===== src/rtl/rocc_accum_unit.sv =====
// rocc_accum_unit: RoCC-attached bank of NUM_ACC accumulators supporting
// write, read, accumulate, add-twice and clear, one response per command.
// Ports:
//   clock, reset            single clock, synchronous active-high reset
//   i_cmd_bits_*            command payload (funct selects op, rs2 selects acc)
//   o_cmd_ready, i_cmd_fire command handshake (accepted only when idle)
//   o_busy                  command in flight
//   o_resp_valid/_bits_*    response channel, i_resp_fire completes it
module rocc_accum_unit #(
  parameter int unsigned WIDTH    = 64,
  parameter int unsigned NUM_ACC  = 4,
  parameter int unsigned SATURATE = 0
) (
  input  logic        clock,
  input  logic        reset,
  input  logic [6:0]  i_cmd_bits_inst_opcode,
  input  logic [6:0]  i_cmd_bits_inst_funct,
  input  logic [63:0] i_cmd_bits_rs1,
  input  logic        i_cmd_bits_inst_xs1,
  input  logic [63:0] i_cmd_bits_rs2,
  input  logic        i_cmd_bits_inst_xs2,
  input  logic [4:0]  i_cmd_bits_inst_rd,
  input  logic        i_cmd_bits_inst_xd,
  output logic        o_cmd_ready,
  input  logic        i_cmd_fire,
  output logic        o_busy,
  output logic        o_resp_valid,
  output logic [4:0]  o_resp_bits_rd,
  output logic [63:0] o_resp_bits_data,
  input  logic        i_resp_fire
);

  localparam int unsigned IDX_W = $clog2(NUM_ACC);

  localparam logic [6:0] F_WRITE    = 7'd0;
  localparam logic [6:0] F_READ     = 7'd1;
  localparam logic [6:0] F_ACCUM    = 7'd2;
  localparam logic [6:0] F_ADDTWICE = 7'd3;
  localparam logic [6:0] F_CLEAR    = 7'd4;

  typedef enum logic [1:0] {IDLE, EXEC1, EXEC2, RESP} state_t;

  state_t             state, state_n;
  logic [WIDTH-1:0]   acc [NUM_ACC];
  logic [6:0]         funct_q;
  logic [WIDTH-1:0]   rs1_q;
  logic [IDX_W-1:0]   idx_q;
  logic [4:0]         rd_q;
  logic               xd_q;
  logic [WIDTH-1:0]   resp_data;
  logic [WIDTH-1:0]   acc_sel;
  logic [WIDTH-1:0]   sum;

  // Opcode/xs fields are decoded upstream; upper operand bits are don't-care.
  logic unused_bits;
  assign unused_bits = ^{i_cmd_bits_inst_opcode, i_cmd_bits_inst_xs1,
                         i_cmd_bits_inst_xs2, i_cmd_bits_rs1, i_cmd_bits_rs2};

  // One WIDTH+1 bit addition; carry either dropped or saturates to all-ones.
  function automatic logic [WIDTH-1:0] add_step(input logic [WIDTH-1:0] a,
                                                input logic [WIDTH-1:0] b);
    logic [WIDTH:0] s;
    s = {1'b0, a} + {1'b0, b};
    if (SATURATE != 0 && s[WIDTH]) return '1;
    return s[WIDTH-1:0];
  endfunction

  assign acc_sel = acc[idx_q];
  assign sum     = add_step(acc_sel, rs1_q);

  // State register
  always_ff @(posedge clock) begin
    if (reset) state <= IDLE;
    else       state <= state_n;
  end

  // Next-state logic
  always_comb begin
    state_n = state;
    case (state)
      IDLE:    if (i_cmd_fire) state_n = EXEC1;
      EXEC1: begin
        if (funct_q == F_ADDTWICE) state_n = EXEC2;
        else if (xd_q)             state_n = RESP;
        else                       state_n = IDLE;
      end
      EXEC2:   state_n = xd_q ? RESP : IDLE;
      RESP:    if (i_resp_fire) state_n = IDLE;
      default: state_n = IDLE;
    endcase
  end

  // Command capture, accumulator writeback and response data
  always_ff @(posedge clock) begin
    if (reset) begin
      for (int i = 0; i < NUM_ACC; i++) acc[i] <= '0;
      funct_q   <= '0;
      rs1_q     <= '0;
      idx_q     <= '0;
      rd_q      <= '0;
      xd_q      <= 1'b0;
      resp_data <= '0;
    end else begin
      if (state == IDLE && i_cmd_fire) begin
        funct_q <= i_cmd_bits_inst_funct;
        rs1_q   <= i_cmd_bits_rs1[WIDTH-1:0];
        idx_q   <= i_cmd_bits_rs2[IDX_W-1:0];
        rd_q    <= i_cmd_bits_inst_rd;
        xd_q    <= i_cmd_bits_inst_xd;
      end
      if (state == EXEC1) begin
        case (funct_q)
          F_WRITE: begin
            acc[idx_q] <= rs1_q;
            resp_data  <= acc_sel;
          end
          F_READ:     resp_data <= acc_sel;
          F_ACCUM: begin
            acc[idx_q] <= sum;
            resp_data  <= sum;
          end
          F_ADDTWICE: acc[idx_q] <= sum;
          F_CLEAR: begin
            for (int i = 0; i < NUM_ACC; i++) acc[i] <= '0;
            resp_data <= '0;
          end
          default:    resp_data <= '0;
        endcase
      end
      // Second ADDTWICE step reads back the first step's result from acc.
      if (state == EXEC2) begin
        acc[idx_q] <= sum;
        resp_data  <= sum;
      end
    end
  end

  assign o_cmd_ready      = (state == IDLE);
  assign o_busy           = (state != IDLE);
  assign o_resp_valid     = (state == RESP);
  assign o_resp_bits_rd   = rd_q;
  assign o_resp_bits_data = 64'(resp_data);

endmodule


===== config.mk =====
export PLATFORM = sky130hd
export DESIGN_NAME = rocc_accum_unit
export DESIGN_NICKNAME = d
export VERILOG_FILES = /design/src/rtl/rocc_accum_unit.sv
export SDC_FILE = /design/constraint.sdc
export NUM_CORES = 1
export LEC_CHECK = 0
export ABC_CLOCK_PERIOD_IN_PS = 8250
export BUFFER_PORTS_ARGS = -buffer_cell sky130_fd_sc_hd__buf_2
export CELL_PAD_IN_SITES_DETAIL_PLACEMENT = 0
export CELL_PAD_IN_SITES_GLOBAL_PLACEMENT = 1
export CORE_AREA = 2 2 219 221
export CTS_CLUSTER_SIZE = 10
export DETAILED_ROUTE_END_ITERATION = 12
export DIE_AREA = 0 0 221 223
export PLACE_DENSITY_LB_ADDON = 0.1
export SYNTH_ARGS = -nofsm -noshare
export SYNTH_HDL_FRONTEND = slang
export SYNTH_SLANG_ARGS = --single-unit

===== constraint.sdc =====
create_clock -name clock -period 8.25 [get_ports clock]
set_clock_uncertainty 0.1 [all_clocks]
set_input_delay 1.65 -clock clock [delete_from_list [all_inputs] [get_ports clock]]
set_output_delay 1.65 -clock clock [all_outputs]
set_load 0.02 [all_outputs]

=== Word level (Yosys, flattened, before mapping) ===
Memories as Yosys holds them, arrays and structs flattened. A register that Yosys moved wholly into a read port is not among the register bits.
Index checks and enable logic that the tools add are counted.

* Add/subtract/negate cells: 1
* Equality and inequality tests: 10
* Multiplexer cells: 41
* Bitwise gates (word level): 7
* Reductions and logical operators: 9

{| class="wikitable"
|+ Operator list
! kind !! count
|-
| 64-bit two-way mux || 10
|-
| 64-bit one-hot mux with 3 select lines || 1
|-
| 64-bit adder || 1
|-
| 64-bit OR reduction || 1
|-
| 1-bit two-way mux || 22
|-
| 7-bit by 2-bit equality test with 1-bit output, second input constant || 2
|-
| 2-bit two-way mux || 7
|-
| 2-bit one-hot mux with 4 select lines || 1
|-
| 7-bit by 1-bit equality test with 1-bit output, second input constant || 1
|-
| 7-bit by 3-bit equality test with 1-bit output, second input constant || 1
|-
| 7-bit zero test || 1
|-
| 1-bit OR || 7
|-
| 2-bit by 1-bit inequality test with 1-bit output, second input constant || 3
|-
| 2-bit equality test, second input constant || 2
|-
| 2-bit AND reduction || 2
|-
| 2-bit nonzero test || 2
|-
| 2-bit by 1-bit equality test with 1-bit output, second input constant || 1
|-
| 2-bit zero test || 1
|-
| 2-bit OR reduction || 1
|-
| 1-bit logical AND || 1
|}

* Register bits after elaboration: 145
* Bits in writable memories: 256
* Input port bits: 154
* Memories kept: 1

{| class="wikitable"
|+ Memories
! name !! depth !! width !! rd ports !! clocked after Yosys merged registers in !! wr ports !! line !! RTL
|-
| acc || 4 || 64 || 1 || 1 || 4 || 44 || <nowiki>logic [WIDTH-1:0] acc [NUM_ACC];</nowiki>
|}

=== Longest topological paths before layout ===
Gate-level depths: netlist of the first run.

* Depth after elaboration: 10
* Depth in mapped cells: 16

=== Worst setup path before layout of the first run ===
Ideal clock, no wire load.

* Path kind: input port to flip-flop
* Start point: in reset
* End point: mem acc[2][0], enable pin
* Arrival time: 4.497 ns
* Path slack: 3.230 ns
* Stages on the path: 9
* Path through: clkbuf_1 or2_2 clkbuf_1 o41ai_1 nand2_1 or2_2 clkbuf_1 clkbuf_1 nand2_1

{| class="wikitable"
|+ RTL lines
! what !! line !! RTL
|-
| from (decl) || 15 || <nowiki>input logic reset,</nowiki>
|-
| to (decl) || 44 ||
|}

==> results of run 1 <==
==> cell usage in the layout (no fill, tap or decap), types with 31 or more instances in the layout <==
master and n:
nand2_1 289, xnor2_1 34, dfxtp_1 145, nor3_1 41
clkbuf_16 50, o21ai_0 89, mux4_2 64, a221oi_1 53
mux2i_1 31, clkbuf_1 31, nor2_1 249, a21oi_1 179
and2_1 36, edfxtp_1 256, ha_1 67, nor2b_1 64
buf_2 153
==> worst max path at each step <==
stage / slack, ns / endpoint / cells after the start
after floorplan: 3.23 / acc[2][0]$_SDFFCE_PN0P_ / 9
after global placement: 2.50 / acc[0][60]$_SDFFCE_PN0P_ / 13
after detailed placement: 2.50 / acc[0][56]$_SDFFCE_PN0P_ / 13
after CTS: 2.50 / acc[0][56]$_SDFFCE_PN0P_ / 13
after global routing: 2.13 / acc[3][60]$_SDFFCE_PN0P_ / 13
final: 2.51 / acc[0][60]$_SDFFCE_PN0P_ / 13
==> cells by family (layout without fill, tap and decap cells) <==
family          after synthesis  count (layout)  synth area share, %
simple gates                798             798                17.01
compound gates              461             461                13.97
flops                       403             403                50.64
buf+inv                     177             296                3.201
mux                         101             101                8.667
fa+ha+maj                    68              68                4.089
xor+xnor                     58              58                2.420
==> worst max-delay path, stage by stage (launching register included) <==
cell and delay [ns]:
dfxtp_4 0.89, buf_4 0.45, mux4_2 0.59, ha_1 0.48
nand2_1 0.13, o211a_1 0.22, o31ai_1 0.36, nor3_1 0.08
a21oi_1 0.42, a31oi_1 0.29, o41ai_1 0.77, xor2_1 0.21
mux2i_1 0.34, nor2_1 0.08
==> cell type report <==
| type | count | area (um^2) | share of cell area, % |
|---|---|---|---|
| flip-flops and latches | 403 | 10640 | 44.97 |
| multi-input cells | 1486 | 9739 | 41.18 |
| clock buffers | 84 | 1409 | 5.957 |
| repair buffers | 178 | 953.4 | 4.031 |
| well taps | 615 | 769.5 | 3.254 |
| inverters | 29 | 108.9 | 0.4603 |
| clock inverters | 5 | 35.03 | 0.1481 |
==> power by group <==
group          internal [mW]  total (mW)  switching [mW]  leakage, nW
Clock                   1.15        1.99           0.835        0.696
Combinational          0.324       0.978           0.653         4.39
Sequential              2.27        2.35          0.0792         3.86
==> cell usage after synthesis (9+ instances only) <==
cell type and instances:
a21o_1 22, a21oi_1 179, a221oi_1 53, a31oi_1 18, and2_1 37, and3_1 24
buf_1 16, clkbuf_1 126, dfxtp_1 147, edfxtp_1 256, ha_1 67, inv_1 29
mux2i_1 31, mux4_2 64, nand2_1 294, nand3_1 21, nand4_1 29, nor2_1 250
nor2b_1 64, nor3_1 41, o21a_1 12, o21ai_0 89, o21bai_1 13, o22ai_1 9
xnor2_1 34, xor2_1 24
==> flip-flops by register name, indices dropped and copies added, names as in the netlist, named ones only <==
| name | count |
|---|---|
| o_resp_bits_rd | 5 |
| rs1_q | 64 |
| state | 2 |
| o_resp_bits_data | 64 |
| idx_q | 2 |
| xd_q | 1 |
| acc | 256 |
| funct_q | 7 |
==> per-layer routing <==
layer | track usage [%] | vias to the layer above | wire (um)
met2 | 40.98 | 613 | 29620
met3 | 4.359 | 74 | 4328
met4 | 6.365 | 0 | 1093
met1 | 37.94 | 8250 | 30150
li1 | - | 7684 | -
met5 | 0 | - | 0
==> per-stage QoR <==
stage / instances / hold WS (ns) / instance area [um^2] / utilization (%)
3_5_place_dp: 2711 / 0.3503 / 22210 / 47.10
4_1_cts: 2800 / 0.3581 / 23650 / 50.16
6_report: 2800 / 0.3555 / 23650 / 50.16
2_1_floorplan: 2066 / 0.3462 / 20990 / -
3_3_place_gp: 2711 / 0.3407 / 22210 / 47.10
5_1_grt: 2800 / 0.3767 / 23650 / 50.16
==> flow_summary.toml, run 1 <==
[placement]
hpwlAfterDp_um = 40830
place_ws_ns = 2.500
gp_congestion = 0.9164
io_buffers = 154

[min_path]
worstHoldStart = "o_resp_bits_rd[1]$_SDFFE_PP0P_"
hold_depth = 2
hold_end = "o_resp_bits_rd[1]$_SDFFE_PP0P_"
hold_class = "reg2reg"

[floorplanning]
die_h_um = 223
coreArea_um2 = 47150
pin_count = 226
initial_core_util_pct = 44.52
num_rows = 80
die_area_um2 = 49280
fp.dieW_um = 221

[sta]
worstMarginPinSlew_ns = 1.154
fmax_mhz = 174.3
hold_viol = 0
period_share_pct = 69.53
tns_ns = 0
slew_violations = 0
maxSlewHeadroom_pct = 22.99
setup_slack_ns = 2.514
setup_viol = 0
fin_crit_ns = 5.736
rsz0062_at_grt = "false"

[clocking]
cts_resized = 0
postCtsSetupRepairBufs = 0
clk_latency_ns = 0.59
cts-root-buf = "clkbuf_16"
cts_buffers = 48
h-tree-depth = 2
cts_tree = "done"
clkTransAtPathRegs_ns = 0.05
ctsLongestPathBuffers = 3
cts.sinks = 403
hold_buffers = 0

[yosys]
synth_edf_count = 256
synth_nets = 2288
synthesis.instances = 2066
synth_ff_type = "edfxtp_1"
async_reset_ff_share_pct = 0
synth_top_area_share_pct = 36.62
ys_ff_latch = 403
synth-warning-count = 0
seq_area_frac_synth_pct = 50.64
synthesis.area_um2 = 20990
synth_largest_area_cell = "edfxtp_1"
ys_types = 69
synth.area.top_cells = "edfxtp_1, dfxtp_1, mux4_2, nand2_1, nor2_1"
synth_area_per_cell_um2 = 10.16

[critical_path]
rrSetupSlack_ns = 2.51
arrival_ns = 5.93
crit_type = "reg2reg"
cp_max_fo = 37
startpoint_type = "flop"
cp-end-kind = "flop"
reg2reg_depth = 13
rr_endpoint = "acc[0][60]$_SDFFCE_PN0P_"
critPathRequiredTime_ns = 8.45

[status]
status = "complete, no violations"

[power]
power.density_nw_per_um2 = 224.8
worst_ir_drop_vdd_uv = 139.3
p_leak_nw = 8.952
p_total_mw = 5.317

[global_routing]
antenna_found_initial = 0
overflow = 0
grt_max_degree = 80
grt_use_total_pct = 26.15
grt_first_pass_wirelength_um = 99290
first_global_vias = 16230

[route]
wl_per_cell_um = 23.28
wirelength_um = 65190
postRouteAntennaNets = 0
vias = 16620
routed_via_density = 5.936
drtIter0Drc = 1373
drcViolationCount = 0
drt_pass1_iterations = 6

[job]
max_cap_violations = 0

[finish]
final_nets = 2368
drive_above_1_share_pct = 15.70
diodes = 0
n_fill_cell = 4391
syn_to_final_growth_pct = 12.67
Power figures use the tool's default switching activity.
==> inputs of run 2 (changes only) <==
--- a/config.mk
+++ b/config.mk
@@ -5,14 +5,15 @@
 export SDC_FILE = /design/constraint.sdc
 export NUM_CORES = 1
 export LEC_CHECK = 0
-export ABC_CLOCK_PERIOD_IN_PS = 8250
+export ABC_AREA = 1
+export ABC_CLOCK_PERIOD_IN_PS = 4800
 export BUFFER_PORTS_ARGS = -buffer_cell sky130_fd_sc_hd__buf_2
 export CELL_PAD_IN_SITES_DETAIL_PLACEMENT = 0
 export CELL_PAD_IN_SITES_GLOBAL_PLACEMENT = 1
-export CORE_AREA = 2 2 219 221
+export CORE_AREA = 2 2 243 245
 export CTS_CLUSTER_SIZE = 10
 export DETAILED_ROUTE_END_ITERATION = 12
-export DIE_AREA = 0 0 221 223
+export DIE_AREA = 0 0 245 247
 export PLACE_DENSITY_LB_ADDON = 0.1
 export SYNTH_ARGS = -nofsm -noshare
 export SYNTH_HDL_FRONTEND = slang
==> constraint.sdc (replaced) <==
create_clock -name clock -period 4.8 [get_ports clock]
set_clock_uncertainty 0.1 [all_clocks]
set_input_delay 0.96 -clock clock [delete_from_list [all_inputs] [get_ports clock]]
set_output_delay 0.96 -clock clock [all_outputs]
set_load 0.02 [all_outputs]
==> run 2 against run 1 <==
Compared with the run above:
- utilization is 5.6 points lower
- register-to-register slack got worse by 1.9 ns
- non-clock buffer count grew 15
- cell count grew 44%
- sequential share of layout area shrank 4.0 points
- final area up 9.9%
- first-iteration DRC count grew 10%
- sequential power grew 73%
- critical endpoint is now acc[0][46]$_SDFFCE_PN0P_
- largest cell class unchanged
- highest routed layer unchanged
==> flow_summary.toml, run 2 <==
[status]
status = "complete, no violations"

[finish]
final_common_cell = "nand2_1"
drive_above_1_share_pct = 8.842
diodes = 0
largest_register = "acc"
layout_common_cells = "nand2_1, nor2_1, inv_1, o21ai_0, edfxtp_1"
largest_reg_flops = 256
n_fill_cell = 6009
stdcell_count = 4030
syn_to_final_growth_pct = 12.91
final_nets = 3439
fin_util_pct = 44.61

[yosys]
synth_largest_area_cell = "edfxtp_1"
synth_compound_area_share_pct = 13.51
synth_top_area_share_pct = 33.41
ys_types = 36
synthesis.area_um2 = 23010
synth-warning-count = 0
yosys-top-cells-count = "nand2_1, nor2_1, inv_1"
synth_edf_count = 256
ys_ff_latch = 403
synthesis.instances = 3111
synth-xor-area-share_pct = 1.028
synth_ff_type = "edfxtp_1"
seq_area_frac_synth_pct = 46.20
synth.area.top_cells = "edfxtp_1, dfxtp_1, nand2_1, nor2_1, o21ai_0"
synth-adder-area-share_pct = 3.730
async_reset_ff_share_pct = 0
synth_area_per_cell_um2 = 7.396
synth-simple-area-share_pct = 25.79
synth_top_family_by_area = "simple AND/OR/NAND/NOR gates"
muxShareOfSynthArea_pct = 0.7395
synth.most_common_cell = "nand2_1"
synth_nets = 3333

[floorplanning]
die_area_um2 = 60520
fp.dieW_um = 245
die_h_um = 247
pin_count = 226
coreArea_um2 = 58240
num_rows = 89
initial_core_util_pct = 39.51

[route]
wl_per_cell_um = 20.47
drcViolationCount = 0
wirelength_um = 82480
postRouteAntennaNets = 0
drt_pass1_iterations = 8
routed_via_density = 5.208
drtIter0Drc = 1516
vias = 20990

[critical_path]
cp_slowest_stage_delay_ns = 0.41
cp-end-kind = "flop"
arrival_ns = 4.35
rrSetupSlack_ns = 0.63
path_cells = "buf_4 > nor2_1 > o22ai_1 > ha_1 > inv_1 > fa_1 > inv_1 > nand3_1 > nand2_1 > nand2_1 > nand2_1 > nand2_1 > nand2_1 > nand2_1 > nand2_1 > nand2_1 > nand2_1 > nand2_1 > nand2_1 > nand2_1 > nand2_1 > nor2_1"
reg2reg_depth = 22
rr_endpoint = "acc[0][46]$_SDFFCE_PN0P_"
cp_max_fo = 41
critPathRequiredTime_ns = 4.98
crit_type = "reg2reg"
startpoint_type = "flop"
crit_top_cell = "nand2_1"
cpMaxStageDelayCell = "fa_1"

[global_routing]
grt_max_degree = 82
overflow = 0
first_global_vias = 20690
antenna_found_initial = 1
grt_first_pass_wirelength_um = 125100
grt_use_total_pct = 27.32

[placement]
gp_congestion = 0.9720
io_buffers = 154
place_inst = 3940
place_ws_ns = 0.6185
hpwlAfterDp_um = 56620

[clocking]
postCtsSetupRepairBufs = 0
clkTransAtPathRegs_ns = 0.06
cts.sinks = 403
cts_buffers = 48
h-tree-depth = 2
cts-root-buf = "clkbuf_16"
clk_latency_ns = 0.60
cts_resized = 0
ctsLongestPathBuffers = 3
cts_tree = "done"
hold_buffers = 0

[min_path]
hold_depth = 2
hold_class = "reg2reg"
hold_end = "rs1_q[33]$_SDFFE_PP0P_"
worstHoldStart = "rs1_q[33]$_SDFFE_PP0P_"

[power]
worst_ir_drop_vdd_uv = 238.1
p_leak_nw = 11.58
power.density_nw_per_um2 = 393.6

[sta]
tns_ns = 0
worstMarginPinSlew_ns = 1.131
fin_crit_ns = 4.170
period_share_pct = 86.88
fmax_mhz = 239.8
setup_slack_ns = 0.6299
rsz0062_at_grt = "false"
hold_viol = 0
setup_viol = 0
maxSlewHeadroom_pct = 24.58
slew_violations = 0

[job]
max_cap_violations = 0
## run 2: cell families after synthesis
kind of cell    Yosys count
mux                      17
compound gates          596
flops                   403
buf+inv                 503
xor+xnor                 27
fa+ha+maj                68
simple gates           1497
## run 2: report_power, final
part           leakage, nW  switching [mW]  internal (mW)  total, mW
logic                 7.02            1.91          0.773       2.69
registers             3.87           0.128           3.94       4.06
clock network        0.696            1.45           2.02       3.47
total                 11.6            3.50           6.73       10.2
## run 2: layer usage
layer  vias to the layer above  routed length, um  GRT usage (%)
met5                         -                  0              0
met4                         0               2439          8.806
met3                       130               5232          3.332
met2                       704              36900          44.02
met1                      9859              37910          38.15
li1                      10300                  -              -
## run 2: worst max-delay path, delay by kind of cell (launching register included)
family	cells	cell delay (ns)
AND/OR/NAND/NOR	16	1.93
flip-flops	1	0.39
buffers and inverters	3	0.58
AO/OA/AOI/OAI	1	0.20
adder cells (fa/ha/maj)	2	0.67
## run 2: final cells by class
type	instances	area [um^2]	share of cell area (%)
Clock buffer	86	1406	5.413
Clock inverter	4	58.81	0.2263
Inverter	366	1378	5.302
Multi-Input combinational cell	2205	10360	39.87
Sequential cell	403	10640	40.93
Tap cell	773	967.2	3.723
Timing Repair Buffer	193	1176	4.527
## run 2: worst max-delay path by stage
stage,from,cells after the start,end
2_1_floorplan,reset,10,acc[2][0]$_SDFFCE_PN0P_
3_3_place_gp,flop,22,acc[3][46]$_SDFFCE_PN0P_
3_5_place_dp,flop,22,acc[3][46]$_SDFFCE_PN0P_
4_1_cts,flop,22,acc[3][46]$_SDFFCE_PN0P_
5_1_grt,flop,22,acc[0][46]$_SDFFCE_PN0P_
6_report,flop,22,acc[0][46]$_SDFFCE_PN0P_
## run 2: metrics by stage
stage,total power [mW],cell area (um^2),hold slack (ns)
floorplan,5.859,23010,0.3484
global placement,6.786,24520,0.3612
detailed placement,6.806,24520,0.3646
CTS,10.31,25980,0.3756
global route,10.76,25980,0.3952
finish,10.23,25980,0.3748
